**config.mk**
```make
export PLATFORM = sky130hd
export DESIGN_NAME = id_ctrl
export DESIGN_NICKNAME = d
export VERILOG_FILES = /design/src/rtl/id_ctrl.sv
export SDC_FILE = /design/constraint.sdc
export NUM_CORES = 1
export LEC_CHECK = 0
export BUFFER_PORTS_ARGS = -buffer_cell sky130_fd_sc_hd__buf_2
export CORE_MARGIN = 4
export CORE_UTILIZATION = 45
export CTS_CLUSTER_SIZE = 28
export DETAILED_ROUTE_END_ITERATION = 8
export MAX_ROUTING_LAYER = met4
export PLACE_DENSITY_LB_ADDON = 0.3
export SLEW_MARGIN = 30
export SYNTH_ARGS = -nofsm -noshare
export SYNTH_HDL_FRONTEND = slang
export SYNTH_SLANG_ARGS = --single-unit
```
**constraint.sdc**
```tcl
create_clock -name clk -period 2.5 [get_ports clk]
set_input_delay 0.25 -clock clk [delete_from_list [all_inputs] [get_ports clk]]
set_output_delay 0.25 -clock clk [all_outputs]
set_load 0.05 [all_outputs]
```
**src/rtl/id_ctrl.sv**
```systemverilog
// id_ctrl: multi-cycle fetch/decode/execute/memory/writeback controller for an RV32I subset.
module id_ctrl #(
  parameter logic [31:0] RESET_PC = 32'h0000_0000
) (
  input  logic        clk,
  input  logic        rst,
  output logic        instr_req,
  input  logic        instr_ack,
  input  logic [31:0] instr_data,
  output logic [31:0] PC,
  output logic [4:0]  RegAddr1,
  output logic [4:0]  RegAddr2,
  input  logic [31:0] DataOutReg1,
  input  logic [31:0] DataOutReg2,
  output logic [4:0]  ALUop_o,
  output logic        ALUSrc1,
  output logic        ALUSrc2,
  output logic [31:0] Imm,
  input  logic [31:0] ALUOut,
  output logic        mem_req,
  output logic        mem_we,
  output logic [31:0] mem_addr,
  output logic [31:0] mem_wdata,
  input  logic        mem_ack,
  input  logic [31:0] mem_rdata,
  output logic        RegWrite,
  output logic [4:0]  RegWAddr,
  output logic [31:0] RegWData,
  output logic        illegal
);

  localparam int unsigned XLEN = 32;
  localparam int unsigned OPW  = 5;

  localparam logic [2:0] FETCH  = 3'd0;
  localparam logic [2:0] DECODE = 3'd1;
  localparam logic [2:0] EXEC   = 3'd2;
  localparam logic [2:0] MEM    = 3'd3;
  localparam logic [2:0] WB     = 3'd4;
  localparam logic [2:0] HALT   = 3'd5;

  logic [2:0]      state, state_nxt;
  logic [XLEN-1:0] ir, r;
  logic [XLEN-1:0] pc_plus4;

  logic [OPW-1:0]  dec_op;
  logic [XLEN-1:0] dec_imm;
  logic            dec_src1, dec_src2, dec_legal;
  logic            is_lw, is_sw, is_beq, is_jalr;
  logic            fetch_hs, mem_hs;

  assign RegAddr1 = ir[19:15];
  assign RegAddr2 = ir[24:20];
  assign mem_addr = r;
  assign pc_plus4 = PC + XLEN'(4);
  assign fetch_hs = (state == FETCH) && instr_req && instr_ack;
  assign mem_hs   = (state == MEM) && mem_req && mem_ack;

  // Instruction decode from the held IR: op code, immediate, operand selects, class flags.
  always_comb begin
    logic [XLEN-1:0] imm_i, imm_s, imm_b;
    dec_op    = '0;
    dec_imm   = '0;
    dec_src1  = 1'b0;
    dec_src2  = 1'b0;
    dec_legal = 1'b0;
    is_lw     = 1'b0;
    is_sw     = 1'b0;
    is_beq    = 1'b0;
    is_jalr   = 1'b0;
    imm_i = {{20{ir[31]}}, ir[31:20]};
    imm_s = {{20{ir[31]}}, ir[31:25], ir[11:7]};
    imm_b = {{19{ir[31]}}, ir[31], ir[7], ir[30:25], ir[11:8], 1'b0};
    case (ir[6:0])
      7'b1100011: if (ir[14:12] == 3'b000) begin
        dec_op = 5'b10001; dec_imm = imm_b; dec_src1 = 1'b1; dec_src2 = 1'b1;
        dec_legal = 1'b1; is_beq = 1'b1;
      end
      7'b0000011: if (ir[14:12] == 3'b010) begin
        dec_op = 5'b10100; dec_imm = imm_i; dec_src2 = 1'b1; dec_legal = 1'b1; is_lw = 1'b1;
      end
      7'b1100111: if (ir[14:12] == 3'b000) begin
        dec_op = 5'b10100; dec_imm = imm_i; dec_src2 = 1'b1; dec_legal = 1'b1; is_jalr = 1'b1;
      end
      7'b0100011: if (ir[14:12] == 3'b010) begin
        dec_op = 5'b10101; dec_imm = imm_s; dec_src2 = 1'b1; dec_legal = 1'b1; is_sw = 1'b1;
      end
      7'b0010011: if (ir[14:12] == 3'b000) begin
        dec_op = 5'b01100; dec_imm = imm_i; dec_src2 = 1'b1; dec_legal = 1'b1;
      end
      7'b0110011: begin
        dec_legal = 1'b1;
        case ({ir[31:25], ir[14:12]})
          10'b0000000_000: dec_op = 5'b01101;
          10'b0100000_000: dec_op = 5'b01110;
          10'b0000000_001: dec_op = 5'b01000;
          10'b0000000_100: dec_op = 5'b00110;
          10'b0000000_101: dec_op = 5'b01001;
          10'b0000000_110: dec_op = 5'b00101;
          10'b0000000_111: dec_op = 5'b00100;
          default:         dec_legal = 1'b0;
        endcase
      end
      default: ;
    endcase
  end

  // State register.
  always_ff @(posedge clk or negedge rst) begin
    if (!rst) state <= FETCH;
    else      state <= state_nxt;
  end

  // Next-state logic; FETCH and MEM wait for their own acknowledge only.
  always_comb begin
    state_nxt = state;
    case (state)
      FETCH:   if (fetch_hs) state_nxt = DECODE;
      DECODE:  state_nxt = dec_legal ? EXEC : HALT;
      EXEC: begin
        if (is_lw || is_sw) state_nxt = MEM;
        else if (is_beq)    state_nxt = FETCH;
        else                state_nxt = WB;
      end
      MEM:     if (mem_hs) state_nxt = is_sw ? FETCH : WB;
      WB:      state_nxt = FETCH;
      HALT:    state_nxt = HALT;
      default: state_nxt = HALT;
    endcase
  end

  // Registered outputs and datapath registers, all driven from the upcoming state.
  always_ff @(posedge clk or negedge rst) begin
    if (!rst) begin
      PC        <= RESET_PC;
      ir        <= '0;
      r         <= '0;
      instr_req <= 1'b0;
      mem_req   <= 1'b0;
      mem_we    <= 1'b0;
      mem_wdata <= '0;
      RegWrite  <= 1'b0;
      RegWAddr  <= '0;
      RegWData  <= '0;
      ALUop_o   <= '0;
      ALUSrc1   <= 1'b0;
      ALUSrc2   <= 1'b0;
      Imm       <= '0;
      illegal   <= 1'b0;
    end else begin
      instr_req <= (state_nxt == FETCH);
      mem_req   <= (state_nxt == MEM);
      mem_we    <= (state_nxt == MEM) && is_sw;
      RegWrite  <= (state_nxt == WB);
      ALUop_o   <= ((state_nxt == EXEC) || (state_nxt == MEM)) ? dec_op : '0;
      case (state)
        FETCH: if (fetch_hs) ir <= instr_data;
        DECODE: begin
          Imm     <= dec_imm;
          ALUSrc1 <= dec_src1;
          ALUSrc2 <= dec_src2;
          if (!dec_legal) illegal <= 1'b1;
        end
        EXEC: begin
          r <= ALUOut;
          if (is_beq) PC <= (DataOutReg1 == DataOutReg2) ? ALUOut : pc_plus4;
          if (is_sw) mem_wdata <= DataOutReg2;
          if (state_nxt == WB) begin
            RegWAddr <= ir[11:7];
            RegWData <= is_jalr ? pc_plus4 : ALUOut;
          end
        end
        MEM: if (mem_hs) begin
          if (is_sw) begin
            PC <= pc_plus4;
          end else begin
            RegWAddr <= ir[11:7];
            RegWData <= mem_rdata;
          end
        end
        WB: PC <= is_jalr ? {r[31:1], 1'b0} : pc_plus4;
        default: ;
      endcase
    end
  end

endmodule

```
==> summary.txt, run 1 <==
Register Area: 4830 um2
CP endpoint: RegWData[22]$_DFFE_PN0P_
Outcome: finished, final reports clean
Worst VDD drop: 0.408 mV
Hold depth: 3
Reg2Reg Capture Point: RegWData[22]$_DFFE_PN0P_
Seq/Total Area, Yosys: 48.6%
Worst skew pair latency: 440 ps
Chip height: 157 um
Max FO, Critical Path: 8
Fin crit share: 94.2%
Cell variety after synth: 70
R2R Path Start: PC[2]$_DFFE_PN0P_
Initial DRC Count: 707
Simple-gate portion of the synthesized area: 18.3%
# port buffers: 350
Cell area after placement: 12200 um2
Tot Pwr: 6.30 mW
First-pass GRT wire length: 50.4 mm
Clock Skews: 11.3 ps
Max Clk Rate: 425 MHz
Hold crit path type: primary input to flop
Drt drc: 0
CP Depth: 8
Fin. Hold Viols: 0
Die Wd: 157 um
Worst-margin pin slew: 809 ps
Die Area: 24500 um2
R2R cell count: 8
Mux cell area share after synthesis: 7.21%
Design Area, Final: 12800 um2
Count leader, synth: nand2_1
CTS tree: built
Initial Util: 45.7%
Crit path largest cell delay: 580 ps
WP buf/inv: 0
Initial antenna violation count: 2
Clk pin slew, worst setup/hold paths: 80 ps
Pwr dens: 491 nW/um2
Worst hold margin: 16.0 ps
Multi-input gate area: 4620 um2
NumNets Final: 1565
Syn avg cell area: 9.44 um2
Synthesis Warnings: 0
CP max stage cell: or4_4
Largest family of logic cells by synthesized area: simple AND/OR/NAND/NOR gates
Via Count: 9305
Post-Syn Area: 9940 um2
Max-slew headroom: 45.5%
Final setup violation count: 0
CP endpoint kind: flop
Area leader, netlist: dfrtp_1
Synth top area share: 48.6%
Top cell by count, worst path: a21oi_1
Synth Net Count: 1218
DR pass1 iterations: 6
Worst setup SP type: flop
Prevailing post-synth register cell: dfrtp_1
Core area: 21800 um2
Sequential group share of total power: 50.0%
CTS max path bufs: 2
Row count: 54
Synth cell count leaders: nand2_1, dfrtp_1, nor2_1
Via density: 5.49
Fin. max-slew vios: 0
Largest net degree at the start of global routing: 67
Clk pwr share: 42.9%
Lkg Pwr: 6.49 nW
Xor/xnor share of the synthesized area: 4.85%
# H-tree levels: 4
Flops & latches, synth: 193
Worst reg-to-reg setup slack: 140 ps
GR Overflow Total: 0
Routed wire length per instance: 19.0 um
Critical-path cell list: ha_1, nand2_1, or2_1, or4_4, xor2_1, a211oi_2, a21oi_1, a21oi_1
Compound-Gate Fraction of Synth Area: 15.3%
EDFF count, synth: 0
Fin crit period: 2360 ps
Kind of critical path: flop to flop
Sink Count: 193
Max-cap violations: 0
Comb pwr share: 7.1%
P&R area growth vs syn: 29.0%
FFs w/ async S/R, synth: 100%
Switching power total: 1.65 mW
All-Layer GR Usage: 26.8%
Routed WL: 32.3 mm
Int Pwr: 4.65 mW
Sw frac: 26.1%
ANT nets after route: 0
Dpl hpwl: 24.1 mm
Cell family with most CP delay: simple AND/OR/NAND/NOR gates
CTS buffer count: 17
Post-Synth Adder-Cell Area: 0.126%
Root buffer cell: clkbuf_16
TNS Setup: 0 ps
Crit. Startpoint: PC[2]$_DFFE_PN0P_
CP arrival: 2730 ps
Util after Layout: 59.0%
Data required, critical path: 2870 ps
Fill cell total of the finished layout: 1940
Top-Level Pins: 351
Gate count after technology mapping: 1053
Dominant cells by area after synthesis: dfrtp_1, nand2_1, mux2_2
Routability cong.: 0.962
Share of layout cells above drive strength 1: 37.5%
Number of global-route vias before repair: 9239
registers in the layout (all words and copies together) (netlist names):
register / cells
illegal: 1
ALUSrc2: 1
RegWrite: 1
mem_wdata: 32
RegWAddr: 5
ALUop_o: 5
RegWData: 32
ALUSrc1: 1
PC: 32
mem_we: 1
ir: 32
mem_addr: 32
instr_req: 1
mem_req: 1
Imm: 13
state: 3
repair_timing:
item | CTS | global route
hold endpoints to repair | 63 | 0
resized for setup | 0 | 6
buffers inserted | 0 | 1
setup endpoints to repair | 0 | 20
hold buffers | 2 | 0
area by class of cell:
cell class	count	area share [%]
multi-input combinational	751	36.1
sequential	193	37.7
tap	280	2.73
timing repair buffer	420	18.5
antenna	2	0.0390
clock inverter	14	1.12
inverter	17	0.497
clock buffer	18	3.35
cell families after synthesis:
kind of cell | Yosys count
AO/OA/AOI/OAI | 232
XOR/XNOR | 55
adder cells (fa/ha/maj) | 1
buffers and inverters | 109
flip-flops | 193
multiplexers | 64
AND/OR/NAND/NOR | 399
routing by layer:
metal | track usage, % | share of wire, %
met1 | 34.8 | 42
met2 | 42.9 | 49
met3 | 5.89 | 8.0
met4 | 7.19 | 2.0
met5 | - | 0
per-stage QoR:
step           setup slack (ps)  instances
2_1_floorplan              62.1       1053
3_3_place_gp               -209       1658
3_5_place_dp               -243       1658
4_1_cts                     121       1692
5_1_grt                   -8.69       1695
6_report                    145       1695
cell usage in the layout (no fill, tap or decap), drive strengths merged, types with 4 or more instances in the layout:
cell,netlist,routed
a222oi,12,12
o211ai,9,9
o21ai,57,57
nand4,13,13
nor4,10,10
a22oi,16,16
nand3,33,33
nor3,17,17
a21oi,66,66
clkbuf,37,19
and3,8,8
nand2b,4,4
a221o,5,5
nor2,83,83
xor2,13,13
and4,6,6
dfrtp,193,193
nand2,196,196
clkinv,0,6
and2,6,6
nor2b,9,9
a21o,4,4
o22ai,6,6
buf,55,417
inv,17,25
a211oi,19,19
mux2,61,61
xnor2,42,42
a22o,13,13
worst min path at each step:
stage | from | endpoint | slack, ps
3_5_place_dp | rst | RegWData[14]$_DFFE_PN0P_ | 290
6_report | instr_data[2] | ir[2]$_DFFE_PN0P_ | 20
2_1_floorplan | rst | ALUSrc1$_DFFE_PN0N_ | -50
3_3_place_gp | rst | mem_addr[14]$_DFFE_PN0N_ | 300
4_1_cts | instr_data[2] | ir[2]$_DFFE_PN0P_ | 4
5_1_grt | instr_data[15] | ir[15]$_DFFE_PN0P_ | 10
worst min-delay path, cell delays in order:
cell	delay [ps]
buf_2	70
nand2_1	40
o21ai_0	60
power by group through the flow:
stage | combinational, mW | sequential, mW | clock, mW
floorplan | 0.0992 | 3.28 | 0
global placement | 0.444 | 3.21 | 0
detailed placement | 0.450 | 3.21 | 0
CTS | 0.454 | 3.15 | 2.75
global route | 0.495 | 3.15 | 2.88
finish | 0.449 | 3.15 | 2.70
Note: power is estimated with default switching activity, not from simulation.
==> run 2, diff against run 1 <==
--- a/config.mk
+++ b/config.mk
@@ -7,7 +7,8 @@
 export LEC_CHECK = 0
 export BUFFER_PORTS_ARGS = -buffer_cell sky130_fd_sc_hd__buf_2
 export CORE_MARGIN = 4
-export CORE_UTILIZATION = 45
+export CORE_UTILIZATION = 40
+export CTS_BUF_LIST = sky130_fd_sc_hd__clkbuf_2 sky130_fd_sc_hd__clkbuf_4 sky130_fd_sc_hd__clkbuf_8
 export CTS_CLUSTER_SIZE = 28
 export DETAILED_ROUTE_END_ITERATION = 8
 export MAX_ROUTING_LAYER = met4
==> summary.txt, run 2 (synthesis gave the netlist of run 1 again) <==
Outcome: finished, final reports clean (unchanged)
Clk pin slew, worst setup/hold paths: 110 ps (was 80 ps)
RSZ-0062 raised after global routing: true
Most frequent cells in the layout: buf_2, nand2_1, dfrtp_1, nor2_1, a21oi_1 (unchanged)
CTS max path bufs: 2 (unchanged)
Cell area after placement: 12200 um2 (about the same)
Worst-margin pin slew: 502 ps (was 809 ps)
Placed Cells incl. Taps: 1691 (was 1658)
Fin. max-slew vios: 0 (unchanged)
ANT nets after route: 0 (unchanged)
First-pass GRT wire length: 54.5 mm (was 50.4 mm)
Via Count: 9502 (was 9305)
Worst setup SP type: primary input (was flop)
CTS tree: built (unchanged)
Initial antenna violation count: 3 (was 2)
R2R cell count: 8 (unchanged)
Die Wd: 166 um (was 157 um)
Share of layout cells above drive strength 1: 35.7% (was 37.5%)
Worst VDD drop: 0.364 mV (was 0.408 mV)
# H-tree levels: 4 (unchanged)
Critical-path cell list: dlygate4sd3_1, buf_2, xnor2_1, nand4_1, nor4_4, buf_4, nand3_1, a211o_1, buf_4, a222oi_1, o211ai_1 (was ha_1, nand2_1, or2_1, or4_4, xor2_1, a211oi_2, a21oi_1, a21oi_1)
Fin. Hold Viols: 0 (unchanged)
Worst skew pair latency: 480 ps (was 440 ps)
Routed wire length per instance: 19.4 um (was 19.0 um)
GR Overflow Total: 0 (unchanged)
Max Clk Rate: 411 MHz (was 425 MHz)
# port buffers: 350 (unchanged)
Die Area: 27400 um2 (was 24500 um2)
Top-Level Pins: 351 (unchanged)
Commonest non-fill, non-tap cell in the layout: buf_2 (unchanged)
NumNets Final: 1616 (was 1565)
Max FO, Critical Path: 24 (was 8)
All-Layer GR Usage: 25.4% (was 26.8%)
Drt drc: 0 (unchanged)
Cell family with most CP delay: buffers and inverters (was simple AND/OR/NAND/NOR gates)
Crit path largest cell delay: 550 ps (was 580 ps)
Initial DRC Count: 1080 (was 707)
DR pass1 iterations: 6 (unchanged)
CTS buffer count: 17 (unchanged)
Chip height: 166 um (was 157 um)
Row count: 57 (was 54)
Fin crit share: 97.3% (was 94.2%)
Root buffer cell: clkbuf_8 (was clkbuf_16)
Hold depth: 3 (unchanged)
Sink Count: 193 (unchanged)
Layout Cells excl Fill: 1791 (was 1695)
Fill cell total of the finished layout: 2226 (was 1940)
Top cell by count, worst path: buf_4 (was a21oi_1)
Final setup violation count: 0 (unchanged)
CP max stage cell: dlygate4sd3_1 (was or4_4)
Core area: 24400 um2 (was 21800 um2)
Design Area, Final: 13400 um2 (was 12800 um2)
Max-slew headroom: 66.4% (was 45.5%)
Largest net degree at the start of global routing: 60 (was 67)
Via density: 5.31 (was 5.49)
CP arrival: 2780 ps (was 2730 ps)
Data required, critical path: 2850 ps (was 2870 ps)
Max-cap violations: 0 (unchanged)
WP buf/inv: 4 (was 0)
Number of global-route vias before repair: 9507 (was 9239)
P&R area growth vs syn: 34.4% (was 29.0%)
CP endpoint kind: flop (unchanged)
Routability cong.: 0.944 (was 0.962)
Dpl hpwl: 25.6 mm (was 24.1 mm)
Initial Util: 40.8% (was 45.7%)
Clock Skews: 21.6 ps (was 11.3 ps)
Hold crit path type: primary input to flop (unchanged)
Routed WL: 34.7 mm (was 32.3 mm)
CP Depth: 11 (was 8)
Kind of critical path: primary input to flop (was flop to flop)
Lkg Pwr: 6.67 nW (was 6.49 nW)
Post-CTS Setup Bufs: 0 (unchanged)
Fin crit period: 2430 ps (was 2360 ps)
Pwr dens: 443 nW/um2 (was 491 nW/um2)
==> run 2: metrics by stage <==
stage | setup slack, ps | util [%] | power (mW) | TNS, ps | hold slack (ps)
2_1_floorplan | 62.1 | - | 3.38 | 0 | -45.6
3_3_place_gp | 9.83 | 50.0 | 3.67 | 0 | 264
3_5_place_dp | -49.3 | 50.0 | 3.67 | -99.0 | 263
4_1_cts | 23.4 | 54.4 | 5.99 | 0 | 0.0502
5_1_grt | -7.75 | 54.8 | 6.17 | -8.49 | 0.158
6_report | 68.4 | 54.8 | 5.92 | 0 | 32.9
==> run 2: what timing repair did <==
action                                  4_1_cts  5_1_grt
gates resized for setup                       0       13
endpoints found under the setup margin        0       24
hold buffers                                 65        0
hold endpoints to repair                    116        0
==> run 2: final cells by class <==
class	instances	area, um2	area share [%]
antenna	3	7.51	0.0562
inverter	17	63.8	0.477
clock buffer	17	234	1.75
multi-input combinational	751	4660	34.9
clock inverter	15	203	1.52
tap	324	405	3.03
timing repair buffer	471	2960	22.1
sequential	193	4830	36.2
==> run 2: where the power goes <==
part           internal, mW  leakage (nW)  total, mW  switching, mW
Sequential             3.14          2.43       3.15        0.00943
Combinational         0.245          4.03      0.538          0.293
Clock                 0.948         0.214       2.24           1.29
==> run 2: worst min-delay path: cells and delay by family <==
kind                   cells  cell delay [ps]
buffers and inverters      1              130
AND/OR/NAND/NOR            2               90
==> run 2: worst paths after layout <==
kind,start,end,slack [ps]
setup / recovery,DataOutReg2[17],PC[6]$_DFFE_PN0P_,70
hold / removal,ALUOut[8],mem_addr[8]$_DFFE_PN0N_,30
setup reg to reg,ir[6]$_DFFE_PN0P_,PC[6]$_DFFE_PN0P_,130
hold reg to reg,illegal$_DFFE_PN0P_,illegal$_DFFE_PN0P_,480
max in group asynchronous,rst,ALUop_o[4]$_DFF_PN0_,1470
min in group asynchronous,rst,RegWData[11]$_DFFE_PN0P_,300
==> run 2: routing by layer <==
layer | global-route usage [%] | vias to the layer above | share of wire (%) | routed length, um
met3 | 5.43 | 40 | 7.5 | 2600
met1 | 33.8 | 4544 | 43 | 15000
li1 | - | 4494 | - | -
met2 | 39.7 | 424 | 47 | 16400
met5 | - | - | 0 | 0
met4 | 6.60 | 0 | 2.1 | 714
==> run 3, diff against run 2 <==
--- a/config.mk
+++ b/config.mk
@@ -13,6 +13,7 @@
 export DETAILED_ROUTE_END_ITERATION = 8
 export MAX_ROUTING_LAYER = met4
 export PLACE_DENSITY_LB_ADDON = 0.3
+export SKIP_CTS_REPAIR_TIMING = 1
 export SLEW_MARGIN = 30
 export SYNTH_ARGS = -nofsm -noshare
 export SYNTH_HDL_FRONTEND = slang
==> constraint.sdc (replaced) <==
create_clock -name clk -period 3.1 [get_ports clk]
set_input_delay 0.31 -clock clk [delete_from_list [all_inputs] [get_ports clk]]
set_output_delay 0.31 -clock clk [all_outputs]
set_load 0.05 [all_outputs]
==> summary.txt, run 3 (synthesis gave the netlist of run 1 again) <==
Clk pin slew, worst setup/hold paths: 110 ps (about the same)
CP endpoint kind: flop (unchanged)
Clock Skews: 16.2 ps (was 21.6 ps)
Outcome: finished, final reports clean (unchanged)
Fin crit share: 85.9%
Share of layout cells above drive strength 1: 35.3% (was 35.7%)
Sink Count: 193 (unchanged)
Initial Util: 40.8% (unchanged)
Fin. Hold Viols: 0 (unchanged)
Die Area: 27400 um2 (unchanged)
Hold depth: 3 (unchanged)
Worst VDD drop: 0.205 mV (was 0.364 mV)
Pwr dens: 379 nW/um2 (was 443 nW/um2)
Worst setup SP type: flop (was primary input)
Placed Cells incl. Taps: 1662 (was 1691)
Setup ws final: 436 ps (was 68.4 ps)
NumNets Final: 1523 (was 1616)
Fill cell total of the finished layout: 2363 (was 2226)
Dpl hpwl: 24.2 mm (was 25.6 mm)
R2R Path Start: ir[13]$_DFFE_PN0P_ (was ir[6]$_DFFE_PN0P_)
P&R area growth vs syn: 23.9% (was 34.4%)
Data required, critical path: 3440 ps (was 2850 ps)
Initial DRC Count: 1011 (was 1080)
Worst-margin pin slew: 812 ps (was 502 ps)
Worst hold margin: 48.1 ps (was 32.9 ps)
CTS buffer count: 17 (unchanged)
Max-cap violations: 0 (unchanged)
Routed wire length per instance: 19.5 um (was 19.4 um)
Fin. max-slew vios: 0 (unchanged)
All-Layer GR Usage: 24.2% (was 25.4%)
Die Wd: 166 um (unchanged)
Hold crit path type: primary input to flop (unchanged)
Largest net degree at the start of global routing: 83 (was 60)
Most frequent cells in the layout: buf_2, nand2_1, dfrtp_1, nor2_1, a21oi_1 (unchanged)
Core area: 24400 um2 (unchanged)
Kind of critical path: flop to flop (was primary input to flop)
Commonest non-fill, non-tap cell in the layout: buf_2 (unchanged)
Final setup violation count: 0 (unchanged)
Hold Path Sink: ir[7]$_DFFE_PN0P_ (was mem_addr[8]$_DFFE_PN0N_)
Routed WL: 33.1 mm (was 34.7 mm)
Hold_sp: instr_data[7] (was ALUOut[8])
Root buffer cell: clkbuf_8 (unchanged)
Register Area: 4830 um2 (about the same)
Drt drc: 0 (unchanged)
Pre-CTS WS: 181 ps (was -49.3 ps)
TNS Setup: 0 ps (unchanged)
Max-slew headroom: 45.9% (was 66.4%)
RSZ-0062 raised after global routing: false (was true)
CTS tree: built (unchanged)
# port buffers: 350 (unchanged)
Multi-input gate area: 4590 um2 (was 4660 um2)
Chip height: 166 um (unchanged)
Lkg Pwr: 6.19 nW (was 6.67 nW)
Initial antenna violation count: 1 (was 3)
Worst skew pair latency: 470 ps (was 480 ps)
Reg2Reg Capture Point: PC[3]$_DFFE_PN0P_ (was PC[6]$_DFFE_PN0P_)
Top-Level Pins: 351 (unchanged)
GR Overflow Total: 0 (unchanged)
Number of global-route vias before repair: 8959 (was 9507)
Row count: 57 (unchanged)
Max Clk Rate: 375 MHz
Via density: 5.39 (was 5.31)
CP arrival: 3010 ps (was 2780 ps)
Max FO, Critical Path: 34 (was 24)
CTS max path bufs: 2 (unchanged)
Layout Cells excl Fill: 1696 (was 1791)
ANT nets after route: 0 (unchanged)
# H-tree levels: 4 (unchanged)
Routability cong.: 0.969 (was 0.944)
Worst reg-to-reg setup slack: 440 ps (was 130 ps)
First-pass GRT wire length: 51.9 mm (was 54.5 mm)
Via Count: 9136 (was 9502)
Fin crit period: 2660 ps
DR pass1 iterations: 5 (was 6)
R2R cell count: 7 (was 8)
-- run 3: through the flow --
stage	instance area [um2]	power [mW]	util [%]
3_5_place_dp	11900	2.96	48.8
6_report	12300	4.66	50.5
2_1_floorplan	9940	2.72	-
5_1_grt	12300	4.86	50.5
4_1_cts	12300	4.73	50.5
3_3_place_gp	11900	2.95	48.8
-- run 3: worst max-delay path, stage by stage (launching register included) --
cell	delay [ps]
dfrtp_1	570
nor4b_2	330
nor4b_1	350
nand2_1	120
o221a_2	510
buf_4	290
a221oi_1	250
a21oi_1	100
-- run 3: how the worst max path moves through the flow --
stage | startpoint | to | slack (ps) | cells past startpoint
after floorplan | PC[2]$_DFFE_PN0P_ | RegWData[22]$_DFFE_PN0P_ | 510 | 9
after global placement | DataOutReg2[29] | PC[30]$_DFFE_PN0P_ | 260 | 10
after detailed placement | DataOutReg2[9] | PC[2]$_DFFE_PN0P_ | 180 | 10
after CTS | ir[13]$_DFFE_PN0P_ | PC[3]$_DFFE_PN0P_ | 430 | 7
after global routing | ir[13]$_DFFE_PN0P_ | PC[3]$_DFFE_PN0P_ | 230 | 7
final | ir[13]$_DFFE_PN0P_ | PC[3]$_DFFE_PN0P_ | 440 | 7
-- run 3: area by class of cell --
class	count	area share, %
sequential	193	39.2
multi-input combinational	751	37.2
timing repair buffer	378	16.4
tap	324	3.29
clock buffer	17	1.90
clock inverter	15	1.39
inverter	17	0.518
antenna	1	0.0203
-- run 3: layer usage --
layer  up-vias  wire, um  track usage [%]
met3        42      2140             4.39
met4         0       666             6.31
met2       392     15700             37.9
li1       4290         -                -
met1      4412     14600             32.7
met5         -         0                -
-- run 3: power by group --
| part | switching (mW) | internal (mW) |
|---|---|---|
| sequential | 0.00790 | 2.53 |
| combinational | 0.220 | 0.144 |
| clock | 1.01 | 0.747 |
| total | 1.24 | 3.42 |
